### src/rtl/display_pkg.sv
// Shared constants for the 7-segment scan path: hex segment patterns (abcdefg, 1=lit),
// segment bit positions, the scan-decoder state encoding and the input sample record.
package display_pkg;

   localparam logic [6:0] SEG_HEX_0 = 7'b1111110;
   localparam logic [6:0] SEG_HEX_1 = 7'b0110000;
   localparam logic [6:0] SEG_HEX_2 = 7'b1101101;
   localparam logic [6:0] SEG_HEX_3 = 7'b1111001;
   localparam logic [6:0] SEG_HEX_4 = 7'b0110011;
   localparam logic [6:0] SEG_HEX_5 = 7'b1011011;
   localparam logic [6:0] SEG_HEX_6 = 7'b1011111;
   localparam logic [6:0] SEG_HEX_7 = 7'b1110000;
   localparam logic [6:0] SEG_HEX_8 = 7'b1111111;
   localparam logic [6:0] SEG_HEX_9 = 7'b1111011;
   localparam logic [6:0] SEG_HEX_A = 7'b1110111;
   localparam logic [6:0] SEG_HEX_B = 7'b0011111;
   localparam logic [6:0] SEG_HEX_C = 7'b1001110;
   localparam logic [6:0] SEG_HEX_D = 7'b0111101;
   localparam logic [6:0] SEG_HEX_E = 7'b1001111;
   localparam logic [6:0] SEG_HEX_F = 7'b1000111;

   // All segments dark, in the active-high domain.
   localparam logic [6:0] SEG_OFF = 7'b0000000;

   localparam int SEG_IDX_A = 6;
   localparam int SEG_IDX_B = 5;
   localparam int SEG_IDX_C = 4;
   localparam int SEG_IDX_D = 3;
   localparam int SEG_IDX_E = 2;
   localparam int SEG_IDX_F = 1;
   localparam int SEG_IDX_G = 0;

   localparam logic [1:0] ST_BLANK  = 2'd0;
   localparam logic [1:0] ST_SETTLE = 2'd1;
   localparam logic [1:0] ST_HELD   = 2'd2;

   typedef struct packed {
      logic [6:0] seg_l;
      logic       dp_l;
      logic [3:0] dig;
   } scan_smp_t;

endpackage

### src/rtl/seg7_decode.sv
// Combinational 7-segment to hex decoder; unknown patterns (including all-off)
// return nibble 0 with bad set.
module seg7_decode
   import display_pkg::*;
(
   input  logic [6:0] pattern,
   output logic [3:0] nibble,
   output logic       bad
);

   always_comb begin
      nibble = 4'h0;
      bad    = 1'b0;
      case (pattern)
         SEG_HEX_0: nibble = 4'h0;
         SEG_HEX_1: nibble = 4'h1;
         SEG_HEX_2: nibble = 4'h2;
         SEG_HEX_3: nibble = 4'h3;
         SEG_HEX_4: nibble = 4'h4;
         SEG_HEX_5: nibble = 4'h5;
         SEG_HEX_6: nibble = 4'h6;
         SEG_HEX_7: nibble = 4'h7;
         SEG_HEX_8: nibble = 4'h8;
         SEG_HEX_9: nibble = 4'h9;
         SEG_HEX_A: nibble = 4'hA;
         SEG_HEX_B: nibble = 4'hB;
         SEG_HEX_C: nibble = 4'hC;
         SEG_HEX_D: nibble = 4'hD;
         SEG_HEX_E: nibble = 4'hE;
         SEG_HEX_F: nibble = 4'hF;
         SEG_OFF:   bad    = 1'b1;
         default:   bad    = 1'b1;
      endcase
   end

endmodule

### src/rtl/display_scan_decoder.sv
// Monitors a multiplexed 7-segment scan, captures each settled digit and
// publishes a four-digit frame with a one-cycle strobe.
//
// state     | meaning
// ----------+-------------------------------------------------------------
// BLANK     | no single digit selected (or capture disabled)
// SETTLE    | one digit selected, waiting for SETTLE_CYC stable cycles
// HELD      | digit captured; waits for select or segments to change
module display_scan_decoder
   import display_pkg::*;
#(
   parameter int   SETTLE_CYC = 4,
   parameter logic DIG_ACT    = 1'b1
) (
   input  logic        clk,
   input  logic        rst,
   input  logic        en,
   input  logic [6:0]  seg_l,
   input  logic        dp_l,
   input  logic [3:0]  dig,
   input  logic        err_clr,
   output logic [15:0] digits,
   output logic [3:0]  dps,
   output logic [3:0]  bad_seg,
   output logic        frame_stb,
   output logic        changed,
   output logic        onehot_err
);

   // Down-counter reload; terminal count 0 marks the SETTLE_CYC-th stable cycle.
   localparam logic [7:0] CNT_LOAD = 8'(SETTLE_CYC - 1);

   scan_smp_t   smp_s_q, smp_s_d;
   scan_smp_t   smp_p_q, smp_p_d;
   logic [1:0]  state_q, state_d;
   logic [7:0]  cnt_q, cnt_d;
   logic [3:0]  mask_q, mask_d;
   logic [15:0] buf_nib_q, buf_nib_d;
   logic [3:0]  buf_dp_q, buf_dp_d;
   logic [3:0]  buf_bad_q, buf_bad_d;
   logic [15:0] digits_q, digits_d;
   logic [3:0]  dps_q, dps_d;
   logic [3:0]  bad_seg_q, bad_seg_d;
   logic        frame_stb_q, frame_stb_d;
   logic        changed_q, changed_d;
   logic        onehot_err_q, onehot_err_d;
   logic        first_q, first_d;

   logic [3:0]  sel;
   logic        sel_multi;
   logic        sel_one;
   logic        stable;
   logic        capture;
   logic [6:0]  seg_act;
   logic [3:0]  dec_nib;
   logic        dec_bad;
   logic [3:0]  mask_nx;

   assign sel       = smp_s_q.dig ^ {4{~DIG_ACT}};
   assign sel_multi = (sel & (sel - 4'd1)) != 4'd0;
   assign sel_one   = (sel != 4'd0) && !sel_multi;
   assign stable    = (smp_s_q == smp_p_q);
   assign seg_act   = ~smp_s_q.seg_l;

   seg7_decode u_seg7_decode (
      .pattern (seg_act),
      .nibble  (dec_nib),
      .bad     (dec_bad)
   );

   always_comb begin
      smp_s_d = '{seg_l: seg_l, dp_l: dp_l, dig: dig};
      smp_p_d = smp_s_q;
      state_d = state_q;
      cnt_d   = cnt_q;
      capture = 1'b0;
      if (!en || !sel_one) begin
         state_d = ST_BLANK;
         cnt_d   = 8'd0;
      end else begin
         case (state_q)
            ST_BLANK: begin
               state_d = ST_SETTLE;
               cnt_d   = CNT_LOAD;
            end
            ST_SETTLE: begin
               if (!stable) begin
                  cnt_d = CNT_LOAD;
               end else if (cnt_q == 8'd0) begin
                  capture = 1'b1;
                  state_d = ST_HELD;
               end else begin
                  cnt_d = cnt_q - 8'd1;
               end
            end
            ST_HELD: begin
               if (!stable) begin
                  state_d = ST_SETTLE;
                  cnt_d   = CNT_LOAD;
               end
            end
            default: begin
               state_d = ST_BLANK;
               cnt_d   = 8'd0;
            end
         endcase
      end
   end

   always_comb begin
      mask_nx     = mask_q;
      mask_d      = mask_q;
      buf_nib_d   = buf_nib_q;
      buf_dp_d    = buf_dp_q;
      buf_bad_d   = buf_bad_q;
      digits_d    = digits_q;
      dps_d       = dps_q;
      bad_seg_d   = bad_seg_q;
      changed_d   = changed_q;
      first_d     = first_q;
      frame_stb_d = 1'b0;
      if (!en) begin
         mask_d = 4'd0;
      end else begin
         // Frame publishes one cycle after the fourth slot write.
         if (mask_q == 4'hF) begin
            digits_d    = buf_nib_q;
            dps_d       = buf_dp_q;
            bad_seg_d   = buf_bad_q;
            frame_stb_d = 1'b1;
            changed_d   = first_q ||
                          ({buf_nib_q, buf_dp_q, buf_bad_q} != {digits_q, dps_q, bad_seg_q});
            first_d     = 1'b0;
            mask_nx     = 4'd0;
         end
         if (capture) begin
            mask_nx = mask_nx | sel;
            for (int i = 0; i < 4; i++) begin
               if (sel[i]) begin
                  buf_nib_d[4*i +: 4] = dec_nib;
                  buf_dp_d[i]         = ~smp_s_q.dp_l;
                  buf_bad_d[i]        = dec_bad;
               end
            end
         end
         mask_d = mask_nx;
      end
   end

   // A new multi-hot detection takes priority over a clear in the same cycle.
   always_comb begin
      onehot_err_d = onehot_err_q;
      if (sel_multi) begin
         onehot_err_d = 1'b1;
      end else if (err_clr) begin
         onehot_err_d = 1'b0;
      end
   end

   always_ff @(posedge clk or negedge rst) begin
      if (!rst) begin
         smp_s_q      <= '0;
         smp_p_q      <= '0;
         state_q      <= ST_BLANK;
         cnt_q        <= 8'd0;
         mask_q       <= 4'd0;
         buf_nib_q    <= 16'd0;
         buf_dp_q     <= 4'd0;
         buf_bad_q    <= 4'd0;
         digits_q     <= 16'd0;
         dps_q        <= 4'd0;
         bad_seg_q    <= 4'd0;
         frame_stb_q  <= 1'b0;
         changed_q    <= 1'b0;
         onehot_err_q <= 1'b0;
         first_q      <= 1'b1;
      end else begin
         smp_s_q      <= smp_s_d;
         smp_p_q      <= smp_p_d;
         state_q      <= state_d;
         cnt_q        <= cnt_d;
         mask_q       <= mask_d;
         buf_nib_q    <= buf_nib_d;
         buf_dp_q     <= buf_dp_d;
         buf_bad_q    <= buf_bad_d;
         digits_q     <= digits_d;
         dps_q        <= dps_d;
         bad_seg_q    <= bad_seg_d;
         frame_stb_q  <= frame_stb_d;
         changed_q    <= changed_d;
         onehot_err_q <= onehot_err_d;
         first_q      <= first_d;
      end
   end

   assign digits     = digits_q;
   assign dps        = dps_q;
   assign bad_seg    = bad_seg_q;
   assign frame_stb  = frame_stb_q;
   assign changed    = changed_q;
   assign onehot_err = onehot_err_q;

endmodule

### config.mk
export PLATFORM = sky130hd
export DESIGN_NAME = display_scan_decoder
export DESIGN_NICKNAME = d
export VERILOG_FILES = /design/src/rtl/display_pkg.sv /design/src/rtl/seg7_decode.sv /design/src/rtl/display_scan_decoder.sv
export SDC_FILE = /design/constraint.sdc
export NUM_CORES = 1
export LEC_CHECK = 0
export CELL_PAD_IN_SITES_DETAIL_PLACEMENT = 2
export CELL_PAD_IN_SITES_GLOBAL_PLACEMENT = 2
export CORE_UTILIZATION = 37
export DETAILED_ROUTE_END_ITERATION = 8
export PLACE_DENSITY_LB_ADDON = 0.15
export SKIP_LAST_GASP = 1
export SLEW_MARGIN = 15
export SYNTH_ARGS = -nofsm -noshare
export SYNTH_HDL_FRONTEND = slang
export SYNTH_HIERARCHICAL = 1
export SYNTH_SLANG_ARGS = --single-unit
### constraint.sdc
create_clock -name clk -period 3.5 [get_ports clk]
set_input_delay 0.7 -clock clk [delete_from_list [all_inputs] [get_ports clk]]
set_output_delay 0.7 -clock clk [all_outputs]
set_load 0.05 [all_outputs]
; ---- Word-level counts from Yosys, hierarchy flattened
; Cells that the tools add are included.
[word_totals]
reg_bits = 90
input_bits = 16
output_inout_bits = 27
elab_cells = 102
[classes]
n_addsub = 2
n_eq_ne = 25
n_mux = 24
bitwise_logic = 4
reduce_logical = 19
[op_table]
columns = operator, count
row1 = $eq A7 B7 Y1 const B, 12
row2 = $pmux W4 S15, 1
row3 = $mux W8, 4
row4 = $ne A24 B24 Y1, 1
row5 = $pmux W8 S3, 1
row6 = $eq A7 B6 Y1 const B, 3
row7 = $mux W4, 4
row8 = $reduce_or A16 Y1, 1
row9 = $reduce_and A3 Y1, 5
row10 = $eq A12 B12 Y1, 1
row11 = $mux W1, 9
row12 = $ne A3 B3 Y1 const B, 3
row13 = $logic_not A8 Y1, 1
row14 = $mux W2, 4
row15 = $reduce_bool A4 Y1, 2
row16 = $sub A8 B1 Y8 const B, 1
row17 = $eq A7 B5 Y1 const B, 1
row18 = $not A7 Y7, 1
row19 = $pmux W2 S3, 1
row20 = $and A4 B4 Y4, 1
row21 = $eq A4 B4 Y1 const B, 1
row22 = $ne A4 B4 Y1 const B, 1
row23 = $or A4 B4 Y4, 1
row24 = $reduce_and A2 Y1, 2
row25 = 9 further kinds, 12

; ---- Depth between registers and ports, before layout
; Gate-level depths: netlist (run 1).
[depth]
ltp_word = 10
depth_mapped = 9
ltp_nobuf = 8

; ---- Modules after synthesis
; Netlist (run 1), hierarchy kept.
[modules_own_cells]
columns = mod, n_inst, cells_per_inst, area_each_um2, seq_area_each_um2
row1 = display_scan_decoder, 1, 333, 3744.8, 2253.4
row2 = seg7_decode, 1, 57, 369.1, 0.0

; ---- Worst setup path before layout (run 1)
; Ideal clock, no wire load.
[synth_timing]
path_kind = reg-to-reg
from = register cnt_q[0]
to = register buf_bad_q[0]
setup_time_ns = 0.125
t_arrival_ns = 2.331
required_time_ns = 3.375
setup_slack_ns = 1.044
stages_incl_launch_ff = 8
n_path_buf = 0
synth_period_minus_slack_ns = 2.456
path_cell_list = dfrtp_1 inv_1 ha_1 or4b_4 or4_4 nor4b_4 nand2_2 mux2_2
[synth_between]
elab_chain_cells = 6
[synth_lines]
columns = element, line
row1 = start: declaration, display_scan_decoder.sv:36  ; logic [7:0] cnt_q, cnt_d;
row2 = start signal: assignment, display_scan_decoder.sv:181  ; cnt_q <= cnt_d;
row3 = $logic_not A8 Y1, display_scan_decoder.sv:89  ; end else if (cnt_q == 8'd0) begin
row4 = $mux W1, display_scan_decoder.sv:89
row5 = $mux W1, display_scan_decoder.sv:87  ; if (!stable) begin
row6 = $mux W1, display_scan_decoder.sv:81  ; case (state_q)
row7 = $mux W1, display_scan_decoder.sv:77  ; if (!en || !sel_one) begin
row8 = $reduce_and A3 Y1 (no source line), --
row9 = end signal: assignment, display_scan_decoder.sv:185  ; buf_bad_q <= buf_bad_d;
row10 = end: declaration, display_scan_decoder.sv:40  ; logic [3:0] buf_bad_q, buf_bad_d;
; Every way passes these cells.
; A chain may end at the register's enable or synchronous reset.

; ---- Worst setup path in the final report (run 1)
[layout_timing]
from = register cnt_q[0]
to = register buf_nib_q[7]
[layout_between]
elab_chain_cells = 6
[layout_lines]
columns = element, line
row1 = $logic_not A8 Y1, display_scan_decoder.sv:89
row2 = $mux W1, display_scan_decoder.sv:89
row3 = $mux W1, display_scan_decoder.sv:87
row4 = $mux W1, display_scan_decoder.sv:81
row5 = $mux W1, display_scan_decoder.sv:77
row6 = $reduce_and A3 Y1 (no source line), --
row7 = end signal: assignment, display_scan_decoder.sv:183  ; buf_nib_q <= buf_nib_d;
row8 = end: declaration, display_scan_decoder.sv:38  ; logic [15:0] buf_nib_q, buf_nib_d;
; Every way passes these cells.

==> results of run 1 <==
layout make-up:
cell class / count / area, sq um / share of cell area (%)
Clock inverter: 4 / 26.3 / 0.545
Clock buffer: 12 / 155 / 3.22
Inverter: 19 / 71.3 / 1.48
Multi-Input combinational cell: 265 / 1700 / 35.3
Timing Repair Buffer: 45 / 440 / 9.13
Sequential cell: 90 / 2250 / 46.7
Tap cell: 140 / 175 / 3.63
logic make-up after synthesis:
logic type	after synthesis	synth area share, %
flops	90	54.8
xor+xnor	38	8.09
buf+inv	35	3.83
compound gates	44	7.39
fa+ha+maj	2	0.547
simple gates	157	18.9
mux	24	6.45
power by group through the flow:
stage          Combinational (W)  Sequential [W]  Clock (W)
2_1_floorplan          0.0000736         0.00109          0
3_3_place_gp            0.000124         0.00109          0
3_5_place_dp            0.000129         0.00110          0
4_1_cts                 0.000130         0.00107   0.000692
5_1_grt                 0.000142         0.00108   0.000729
6_report                0.000126         0.00107   0.000671
metal layers:
metal  wire (um)  GRT usage (%)  up-vias
met5           0              0        -
met4          46           5.28        0
met3         245           3.33        2
met2        5220           34.0       44
met1        4830           26.4     1544
li1            -              -     1396
through the flow:
step,utilization [%],setup slack (ps),instance area (sq um),power (W)
final,44.5,767,4820,0.00187
after global routing,44.5,616,4820,0.00195
after CTS,44.5,739,4820,0.00190
after detailed placement,42.8,778,4640,0.00122
after global placement,42.8,867,4640,0.00122
after floorplan,-,1040,4110,0.00116
placed cells by master (no fill, tap or decap), drive strengths merged, types with 4 or more instances in the layout:
cell / n
clkdlybuf4s50: 41
nand2: 97
mux2: 20
nor3: 10
a21o: 4
o21ai: 14
inv: 19
nor4: 4
buf: 4
xor2: 10
nand3: 5
dfrtp: 89
mux2i: 4
nand4: 7
xnor2: 28
clkbuf: 12
nor2: 9
registers in the layout, summed over array words and instances, names as in the netlist:
name	cells
smp_p_q	12
smp_p_d	8
bad_seg	4
mask_q	4
state_q	2
frame_stb	1
buf_dp_q	4
dps	4
buf_bad_q	4
digits	16
buf_nib_q	16
first_q	1
onehot_err	1
cnt_q	8
changed	1
sel	4
worst max-delay path: stages (launching register included):
cell and delay (ps):
sky130_fd_sc_hd__dfrtp_1 410, sky130_fd_sc_hd__inv_1 90, sky130_fd_sc_hd__ha_1 180, sky130_fd_sc_hd__or4b_4 480, sky130_fd_sc_hd__or4_4 470, sky130_fd_sc_hd__nor4b_4 410
sky130_fd_sc_hd__nand2_2 220, sky130_fd_sc_hd__mux2_2 340
path summary, 6_finish.rpt:
path / slack (ps) / to / depth (start not counted) / from
max: 770 / buf_nib_q[7]$_DFFE_PN0P_ / 7 / cnt_q[0]$_DFFE_PN0P_
min: 350 / buf_dp_q[3]$_DFFE_PN0P_ / 1 / rst
max reg2reg: 770 / buf_nib_q[7]$_DFFE_PN0P_ / 7 / cnt_q[0]$_DFFE_PN0P_
min reg2reg: 430 / smp_p_q[5]$_DFF_PN0_ / 0 / smp_p_d[5]$_DFF_PN0_
max in group asynchronous: 2390 / smp_p_d[5]$_DFF_PN0_ / 2 / rst
min in group clk: 430 / smp_p_q[5]$_DFF_PN0_ / 0 / smp_p_d[5]$_DFF_PN0_
==> out/metrics.cfg, run 1 <==
[route]
drt.antenna.violating_nets = 0
post-route-drc-count = 0
viasPerCell = 5.19
dr.first_iter.drc_count = 70
detail_route.first_pass.iterations = 4
totalWireLength_um = 10300
route.vias.total = 2986
avgRoutedWirePerCell_um = 18.0

[sta]
fin_hold_ws_ps = 351
max_slew.worst_pin.slew_ps = 891
fin_skew_ps = 10.8
total_negative_slack_for_setup_checks_ps = 0
timing.final.crit_share_pct = 78.1
final_period_demand_of_the_worst_path_ps = 2730
hold_violations = 0
report.final.slew_viol_count = 0
rsz0062_at_grt = false
max_freq_mhz = 366
timing.max_slew.rel_slack_pct = 39.8
setup_viol = 0

[pwr]
p_comb_share_pct = 6.8
p_clk_share_pct = 35.8
leakage_nw = 2.33
switching_pwr_w = 0.000468
power.internal_w = 0.00140
power_density_nw_per_um2 = 388
power.ir.vdd_worst_mv = 0.170
power.share.sequential_pct = 57.4
power_switching_share_pct = 25.0

[synthesis]
synth_area_leaders = sky130_fd_sc_hd__dfrtp_1 54%, sky130_fd_sc_hd__nand2_1 8.5%, sky130_fd_sc_hd__xnor2_1 6.0%
mappedNetlistNets = 407
synthCells = 390
synth-edff-count = 0
ys_warn_count = 6
synth_largest_type_area_fraction_pct = 54.1
synth_commonest_cells = 93 x sky130_fd_sc_hd__nand2_1, 89 x sky130_fd_sc_hd__dfrtp_1, 28 x sky130_fd_sc_hd__xnor2_1
synthArstFlopShare_pct = 100
synth_area_sq_um = 4110
synth_flop_cell = sky130_fd_sc_hd__dfrtp_1
post-synth-top-count-cell = sky130_fd_sc_hd__nand2_1
yosys.cell_types.count = 55
syn_avg_cell_area_sq_um = 10.5
synth_area_leader_cell = sky130_fd_sc_hd__dfrtp_1
ys_seq_elements = 90
seq_area_frac_synth_pct = 54.8

[floorplan]
die_x_um = 107
floorplan.initialDensity_pct = 38.0
design.portCount = 43
fp.dieArea_sq_um = 11500
std_cell_rows = 38
fp.coreArea_sq_um = 10800
vertical_extent_of_the_die_um = 107

[clocking]
ctsLongestPathBuffers = 2
root_buffer = sky130_fd_sc_hd__clkbuf_8
cts.htree.levels = 3
clk-insertion-delay-late_ps = 350
cts_setup_buffers = 0
clk_pin_slew_ps = 90
cts_buffers = 9
cts-resized-gates = 0
tritoncts = built
post_cts_hold_buffer_count = 0
clock_sink_count = 90

[setup_path]
timing_worst_setup_path_type = register to register
worst-endpoint-required_ps = 3730
crit_path_start_kind = register
timing.critical_path.arrival_ps = 2960
timing.critical_path.fanout_max = 7
end_kind = register

[placed_design]
numPortBuffers = 42
hpwl_um = 7540
globalplace.congestion = 0.829
placed_cells = 559

[job]
cap_violations = 0

[finish]
synthToLayoutAreaGrowth_pct = 17.3
final_layout_size_suffix_gt1_share_pct = 12.2
antenna_cells = 0
final_cells = 575
filler_cells = 1155
finalNetCount = 447

[grt]
grt.total_usage_pct = 20.0
vias_in_the_first_global_route = 3352
maximum_number_of_pins_on_one_net_before_global_route_repair = 50
globalRouteOverflowTotal = 0
antenna_violations_before_repair = 0
wire_length_of_the_first_global_routing_pass_um = 17500

[hold_path]
min_path_type = input pin to asynchronous set/reset pin

[status]
outcome = finished, final reports clean

No activity file was read; power rests on OpenSTA's default activity.
==> run 2: changes to the inputs <==
--- a/config.mk
+++ b/config.mk
@@ -7,7 +7,7 @@
 export LEC_CHECK = 0
 export CELL_PAD_IN_SITES_DETAIL_PLACEMENT = 2
 export CELL_PAD_IN_SITES_GLOBAL_PLACEMENT = 2
-export CORE_UTILIZATION = 37
+export CORE_UTILIZATION = 33
 export DETAILED_ROUTE_END_ITERATION = 8
 export PLACE_DENSITY_LB_ADDON = 0.15
 export SKIP_LAST_GASP = 1
==> constraint.sdc (replaced) <==
create_clock -name clk -period 2.3 [get_ports clk]
set_input_delay 0.46 -clock clk [delete_from_list [all_inputs] [get_ports clk]]
set_output_delay 0.46 -clock clk [all_outputs]
set_load 0.05 [all_outputs]
==> out/metrics.cfg, run 2 (synthesis gave the netlist of run 1 again) <==
[status]
outcome = finished with violations
failing_checks = negative setup slack

[setup_path]
end_kind = register
timing.critical_path.slowest_stage_cell = sky130_fd_sc_hd__or4b_4
timing.critical_path.arrival_ps = 2750  ; -210 ps
worst_r2r_startpoint = cnt_q[0]$_DFFE_PN0P_
startpoint = cnt_q[0]$_DFFE_PN0P_
timing.critical_path.fanout_max = 6  ; -1
crit_path_start_kind = register
worst-endpoint-required_ps = 2520  ; -1210 ps
timing_worst_setup_path_type = register to register
max_stage_delay_ps = 460  ; -20 ps
worstPathCellList = inv_2, ha_4, or4b_4, or4_4, nor4b_4, buf_6, nand2_4, mux2_2

[grt]
globalRouteOverflowTotal = 0  ; unchanged
grt.total_usage_pct = 19.4  ; -0.61 points
antenna_violations_before_repair = 0  ; unchanged
wire_length_of_the_first_global_routing_pass_um = 18900  ; +8.0%
maximum_number_of_pins_on_one_net_before_global_route_repair = 59  ; +18%
vias_in_the_first_global_route = 3503  ; +4.5%

[sta]
max_freq_mhz = 396  ; +8.2%
fin_skew_ps = 8.56  ; -2.24 ps
timing.final.crit_share_pct = 110  ; +32 points
timing.max_slew.rel_slack_pct = 59.6  ; +20 points
setup_viol = 35  ; +35
rsz0062_at_grt = true
postLayoutSetupSlackWorst_ps = -227  ; -994 ps
report.final.slew_viol_count = 0  ; unchanged
max_slew.worst_pin.slew_ps = 606  ; -286 ps
final_period_demand_of_the_worst_path_ps = 2530  ; -206 ps
hold_violations = 0  ; unchanged

[hold_path]
min_path_type = input pin to asynchronous set/reset pin

[clocking]
cts_buffers = 9  ; unchanged
clk_pin_slew_ps = 60  ; -30 ps
clk-insertion-delay-late_ps = 350  ; about the same
clock_sink_count = 90  ; unchanged
tritoncts = built
cts.htree.levels = 3  ; unchanged
post_cts_hold_buffer_count = 0  ; unchanged
ctsLongestPathBuffers = 2  ; unchanged
root_buffer = sky130_fd_sc_hd__clkbuf_16

[floorplan]
die_x_um = 114  ; +5.8%
std_cell_rows = 40  ; +5.3%
fp.dieArea_sq_um = 12900  ; +12%
floorplan.initialDensity_pct = 34.1  ; -3.8 points
vertical_extent_of_the_die_um = 114  ; +5.8%
design.portCount = 43  ; unchanged
fp.coreArea_sq_um = 12100  ; +11%

[route]
route.vias.total = 3134  ; +5.0%
detail_route.first_pass.iterations = 4  ; unchanged
post-route-drc-count = 0  ; unchanged
avgRoutedWirePerCell_um = 17.3  ; -4.0%
drt.antenna.violating_nets = 0  ; unchanged
totalWireLength_um = 11100  ; +7.6%
viasPerCell = 4.86  ; -6.4%
dr.first_iter.drc_count = 120  ; +71%

[finish]
final_layout_size_suffix_gt1_share_pct = 21.0  ; +8.8 points
finalNetCount = 489  ; +9.4%
commonest_non_fill_non_tap_cell_in_the_layout = sky130_fd_sc_hd__nand2_1
postLayoutCoreUtil_pct = 44.2  ; -0.26 points
multiInputGateArea_sq_um = 1750  ; +3.0%
layout.area.seq_sq_um = 2250  ; unchanged
synthToLayoutAreaGrowth_pct = 29.7
filler_cells = 1276  ; +10%
antenna_cells = 0  ; unchanged
layout.cells.most_common_list = 92 x sky130_fd_sc_hd__nand2_1, 89 x sky130_fd_sc_hd__dfrtp_1, 41 x sky130_fd_sc_hd__clkdlybuf4s50_1, 41 x sky130_fd_sc_hd__buf_4, 28 x sky130_fd_sc_hd__xnor2_1

[pwr]
power.ir.vdd_worst_mv = 0.375  ; +120%
leakage_nw = 2.61  ; +12%
power_density_nw_per_um2 = 604  ; +56%

[placed_design]
place_ws_ps = -203  ; -981 ps
numPortBuffers = 42  ; unchanged
globalplace.congestion = 0.782  ; -5.6%
hpwl_um = 7880  ; +4.4%

[job]
cap_violations = 0  ; unchanged

[run 2: cell types whose count changed in the layout (fill, tap and decap cells not counted), moves of 3 or more]
cell,before,now
sky130_fd_sc_hd__buf_4,4,41
sky130_fd_sc_hd__clkbuf_8,11,0
sky130_fd_sc_hd__clkbuf_16,0,9
sky130_fd_sc_hd__buf_6,0,4
sky130_fd_sc_hd__nand2_2,4,1
sky130_fd_sc_hd__nand2_4,0,3
[run 2: worst max-delay path, delay by kind of cell (launching register included)]
family,cells,cell delay [ps]
adder cells (fa/ha/maj),1,130
buffers and inverters,2,290
flip-flops,1,390
multiplexers,1,290
AND/OR/NAND/NOR,4,1310
[run 2: through the flow]
step | hold slack, ps | instance area [sq um] | std cells | setup TNS [ps] | total power [W]
2_1_floorplan | 164 | 4120 | 390 | -3150 | 0.00177
3_3_place_gp | 406 | 4980 | 625 | -3560 | 0.00189
3_5_place_dp | 423 | 4980 | 625 | -5430 | 0.00190
4_1_cts | 72.2 | 5310 | 642 | -4810 | 0.00327
5_1_grt | 87.5 | 5340 | 645 | -8220 | 0.00336
6_report | 59.4 | 5340 | 645 | -5310 | 0.00322
[run 2: cell type report]
| cell class | count | area share, % |
|---|---|---|
| clock buffer | 11 | 4.36 |
| clock inverter | 5 | 0.586 |
| inverter | 19 | 1.34 |
| multi-input combinational | 265 | 32.9 |
| sequential | 90 | 42.2 |
| tap | 168 | 3.94 |
| timing repair buffer | 87 | 14.7 |
[run 2: path summary, 6_finish.rpt]
kind                                            endpoint  slack [ps]  cells after the start
worst max-delay path            buf_nib_q[6]$_DFFE_PN0P_        -230                      8
worst min-delay path                cnt_q[3]$_DFFE_PN0P_          60                      1
worst max register to register  buf_nib_q[6]$_DFFE_PN0P_        -230                      8
worst min register to register      smp_p_q[9]$_DFF_PN0_         430                      0
max in group asynchronous            first_q$_DFFE_PN1P_        1520                      2
min in group clk                    smp_p_q[9]$_DFF_PN0_         430                      0
[run 2: report_power, final]
group / switching [W] / leakage (nW) / internal [W]
Clock: 0.000616 / 0.129 / 0.000729
Combinational: 0.000136 / 1.31 / 0.000111
Sequential: 0.0000227 / 1.17 / 0.00161
Total: 0.000774 / 2.61 / 0.00245
[run 2: what timing repair did]
action	CTS	global route
gates resized for setup	15	3
buffers inserted	1	3
setup endpoints to repair	36	37
pin swaps	3	1
gates cloned	0	0
[run 2: routing by layer]
metal  up-vias  global-route usage [%]  wire, um
met1      1599                    24.5      5090
met2        35                    33.5      5650
met5         -                       0         0
met3        13                    3.40       224
met4         0                    6.84       156
li1       1487                       -         -
==> run 3: changes to the inputs <==
--- a/config.mk
+++ b/config.mk
@@ -10,6 +10,7 @@
 export CORE_UTILIZATION = 33
 export DETAILED_ROUTE_END_ITERATION = 8
 export PLACE_DENSITY_LB_ADDON = 0.15
+export REMOVE_ABC_BUFFERS = 1
 export SKIP_LAST_GASP = 1
 export SLEW_MARGIN = 15
 export SYNTH_ARGS = -nofsm -noshare
==> out/metrics.cfg, run 3 (synthesis gave the netlist of run 1 again) <==
[grt]
maximum_number_of_pins_on_one_net_before_global_route_repair = 34  ; -42%
vias_in_the_first_global_route = 3452  ; -1.5%
antenna_violations_before_repair = 0  ; unchanged
wire_length_of_the_first_global_routing_pass_um = 18700  ; -1.1%
grt.total_usage_pct = 19.2  ; -0.15 points
globalRouteOverflowTotal = 0  ; unchanged

[route]
detail_route.first_pass.iterations = 4  ; unchanged
avgRoutedWirePerCell_um = 17.5  ; +1.7%
totalWireLength_um = 11300  ; +1.7%
route.vias.total = 3158  ; +0.77%
dr.first_iter.drc_count = 120  ; unchanged
drt.antenna.violating_nets = 0  ; unchanged
post-route-drc-count = 0  ; unchanged
viasPerCell = 4.90  ; +0.77%

[sta]
total_negative_slack_for_setup_checks_ps = -4480  ; +825 ps
postLayoutSetupSlackWorst_ps = -191  ; +36.0 ps
hold_violations = 0  ; unchanged
fin_hold_ws_ps = 44.4  ; -15.0 ps
timing.final.crit_share_pct = 108  ; -1.6 points
report.final.slew_viol_count = 0  ; unchanged
max_freq_mhz = 402  ; +1.4%
setup_viol = 32  ; -8.6%
rsz0062_at_grt = true
timing.max_slew.rel_slack_pct = 51.7  ; -7.9 points
max_slew.worst_pin.slew_ps = 714  ; +108 ps
final_period_demand_of_the_worst_path_ps = 2490  ; -36.0 ps
fin_skew_ps = 8.28  ; -0.275 ps

[setup_path]
timing.critical_path.arrival_ps = 2720  ; -30 ps
timing_worst_setup_path_type = register to register
crit_path_start_kind = register
timing.critical_path.fanout_max = 7  ; +1
worstPathCellList = inv_2, ha_4, or4b_4, or4_4, nor4b_4, buf_6, nand2_8, mux2_4
max_stage_delay_ps = 470  ; about the same
cpLargestDelayFamily = simple AND/OR/NAND/NOR gates
timing.critical_path.buf_inv = 2  ; unchanged
worst-endpoint-required_ps = 2530  ; about the same
timing.critical_path.slowest_stage_cell = sky130_fd_sc_hd__or4_4
end_kind = register

[floorplan]
die_x_um = 114  ; unchanged
std_cell_rows = 40  ; unchanged
floorplan.initialDensity_pct = 34.1  ; unchanged
design.portCount = 43  ; unchanged
vertical_extent_of_the_die_um = 114  ; unchanged
fp.coreArea_sq_um = 12100  ; unchanged
fp.dieArea_sq_um = 12900  ; unchanged

[finish]
synthToLayoutAreaGrowth_pct = 31.5
antenna_cells = 0  ; unchanged
postLayoutCoreUtil_pct = 44.9  ; +0.62 points
final_layout_size_suffix_gt1_share_pct = 22.4  ; +1.5 points
layout.cells.most_common_list = 90 x sky130_fd_sc_hd__nand2_1, 89 x sky130_fd_sc_hd__dfrtp_1, 41 x sky130_fd_sc_hd__clkdlybuf4s50_1
finalNetCount = 489  ; unchanged
commonest_non_fill_non_tap_cell_in_the_layout = sky130_fd_sc_hd__nand2_1

[pwr]
power.share.sequential_pct = 47.8  ; -2.8 points
power.internal_w = 0.00260  ; +6.3%
switching_pwr_w = 0.000807  ; +4.3%
p_comb_share_pct = 7.4  ; -0.3 points
power_switching_share_pct = 23.7  ; -0.34 points
p_clk_share_pct = 44.8  ; +3.1 points
total_power_w = 0.00341  ; +5.8%
power.ir.vdd_worst_mv = 0.372  ; -0.84%
leakage_nw = 2.65  ; +1.3%
power_density_nw_per_um2 = 630  ; +4.3%

[clocking]
cts.htree.levels = 3  ; unchanged
clock_sink_count = 90  ; unchanged
post_cts_hold_buffer_count = 0  ; unchanged
root_buffer = sky130_fd_sc_hd__clkbuf_16
cts_buffers = 9  ; unchanged
clk_pin_slew_ps = 60  ; about the same
ctsLongestPathBuffers = 2  ; unchanged
clk-insertion-delay-late_ps = 350  ; about the same
tritoncts = built

[status]
outcome = finished with violations
failing_checks = negative setup slack

[job]
cap_violations = 0  ; unchanged

[placed_design]
hpwl_um = 7860  ; -0.26%
numPortBuffers = 42  ; unchanged
place_ws_ps = -216  ; -13.1 ps
globalplace.congestion = 0.763  ; -2.4%

[hold_path]
min_path_type = input pin to asynchronous set/reset pin

## run 3: cell types whose count changed in the layout (fill, tap and decap cells not counted), moves of 2 or more
cell	delta
sky130_fd_sc_hd__buf_4	-2
sky130_fd_sc_hd__buf_6	+2
sky130_fd_sc_hd__clkinv_2	-3
sky130_fd_sc_hd__nand2_1	-2
sky130_fd_sc_hd__nand2_2	+2
sky130_fd_sc_hd__o21ai_0	-2
sky130_fd_sc_hd__o21ai_2	+2
## run 3: worst paths after layout
path	from	endpoint	slack, ps	cells after the start
setup reg to reg	cnt_q[0]$_DFFE_PN0P_	buf_nib_q[11]$_DFFE_PN0P_	-190	8
hold / removal	rst	frame_stb$_DFF_PN0_	40	1
hold reg to reg	smp_p_d[6]$_DFF_PN0_	smp_p_q[6]$_DFF_PN0_	420	0
max in group asynchronous	rst	cnt_q[5]$_DFFE_PN0P_	1690	2
min in group clk	smp_p_d[6]$_DFF_PN0_	smp_p_q[6]$_DFF_PN0_	420	0
setup / recovery	cnt_q[0]$_DFFE_PN0P_	buf_nib_q[11]$_DFFE_PN0P_	-190	8
## run 3: metal layers
metal | vias up | part of all wire (%) | GRT usage [%]
met5 | - | 0 | 0
met1 | 1640 | 45 | 24.5
met4 | 0 | 1.1 | 5.00
li1 | 1480 | - | -
met3 | 7 | 1.8 | 4.78
met2 | 31 | 52 | 32.6
## run 3: timing repair
item / in CTS / in global routing
setup endpoints to repair: 33 / 35
gates cloned: 0 / 0
pin swaps: 2 / 6
gates resized for setup: 16 / 13
buffers inserted: 3 / 3
## run 3: power by group through the flow
stage,Clock (W),Combinational [W],Sequential (W)
final,0.00153,0.000252,0.00163
after detailed placement,0,0.000235,0.00166
after global routing,0.00163,0.000279,0.00163
after global placement,0,0.000229,0.00166
after CTS,0.00156,0.000246,0.00163
after floorplan,0,0.0000979,0.00166
## run 3: per-stage QoR
step,cells,area [sq um]
after floorplan,374,4030
after global placement,623,4960
after detailed placement,623,4960
after CTS,642,5350
after global routing,645,5410
final,645,5410
## run 3: area by class of cell
class / count / area (sq um)
Sequential cell: 90 / 2250
Timing Repair Buffer: 87 / 791
Multi-Input combinational cell: 265 / 1780
Tap cell: 168 / 210
Clock inverter: 5 / 62.6
Inverter: 19 / 71.3
Clock buffer: 11 / 243
Fill cell: 1267 / 6650
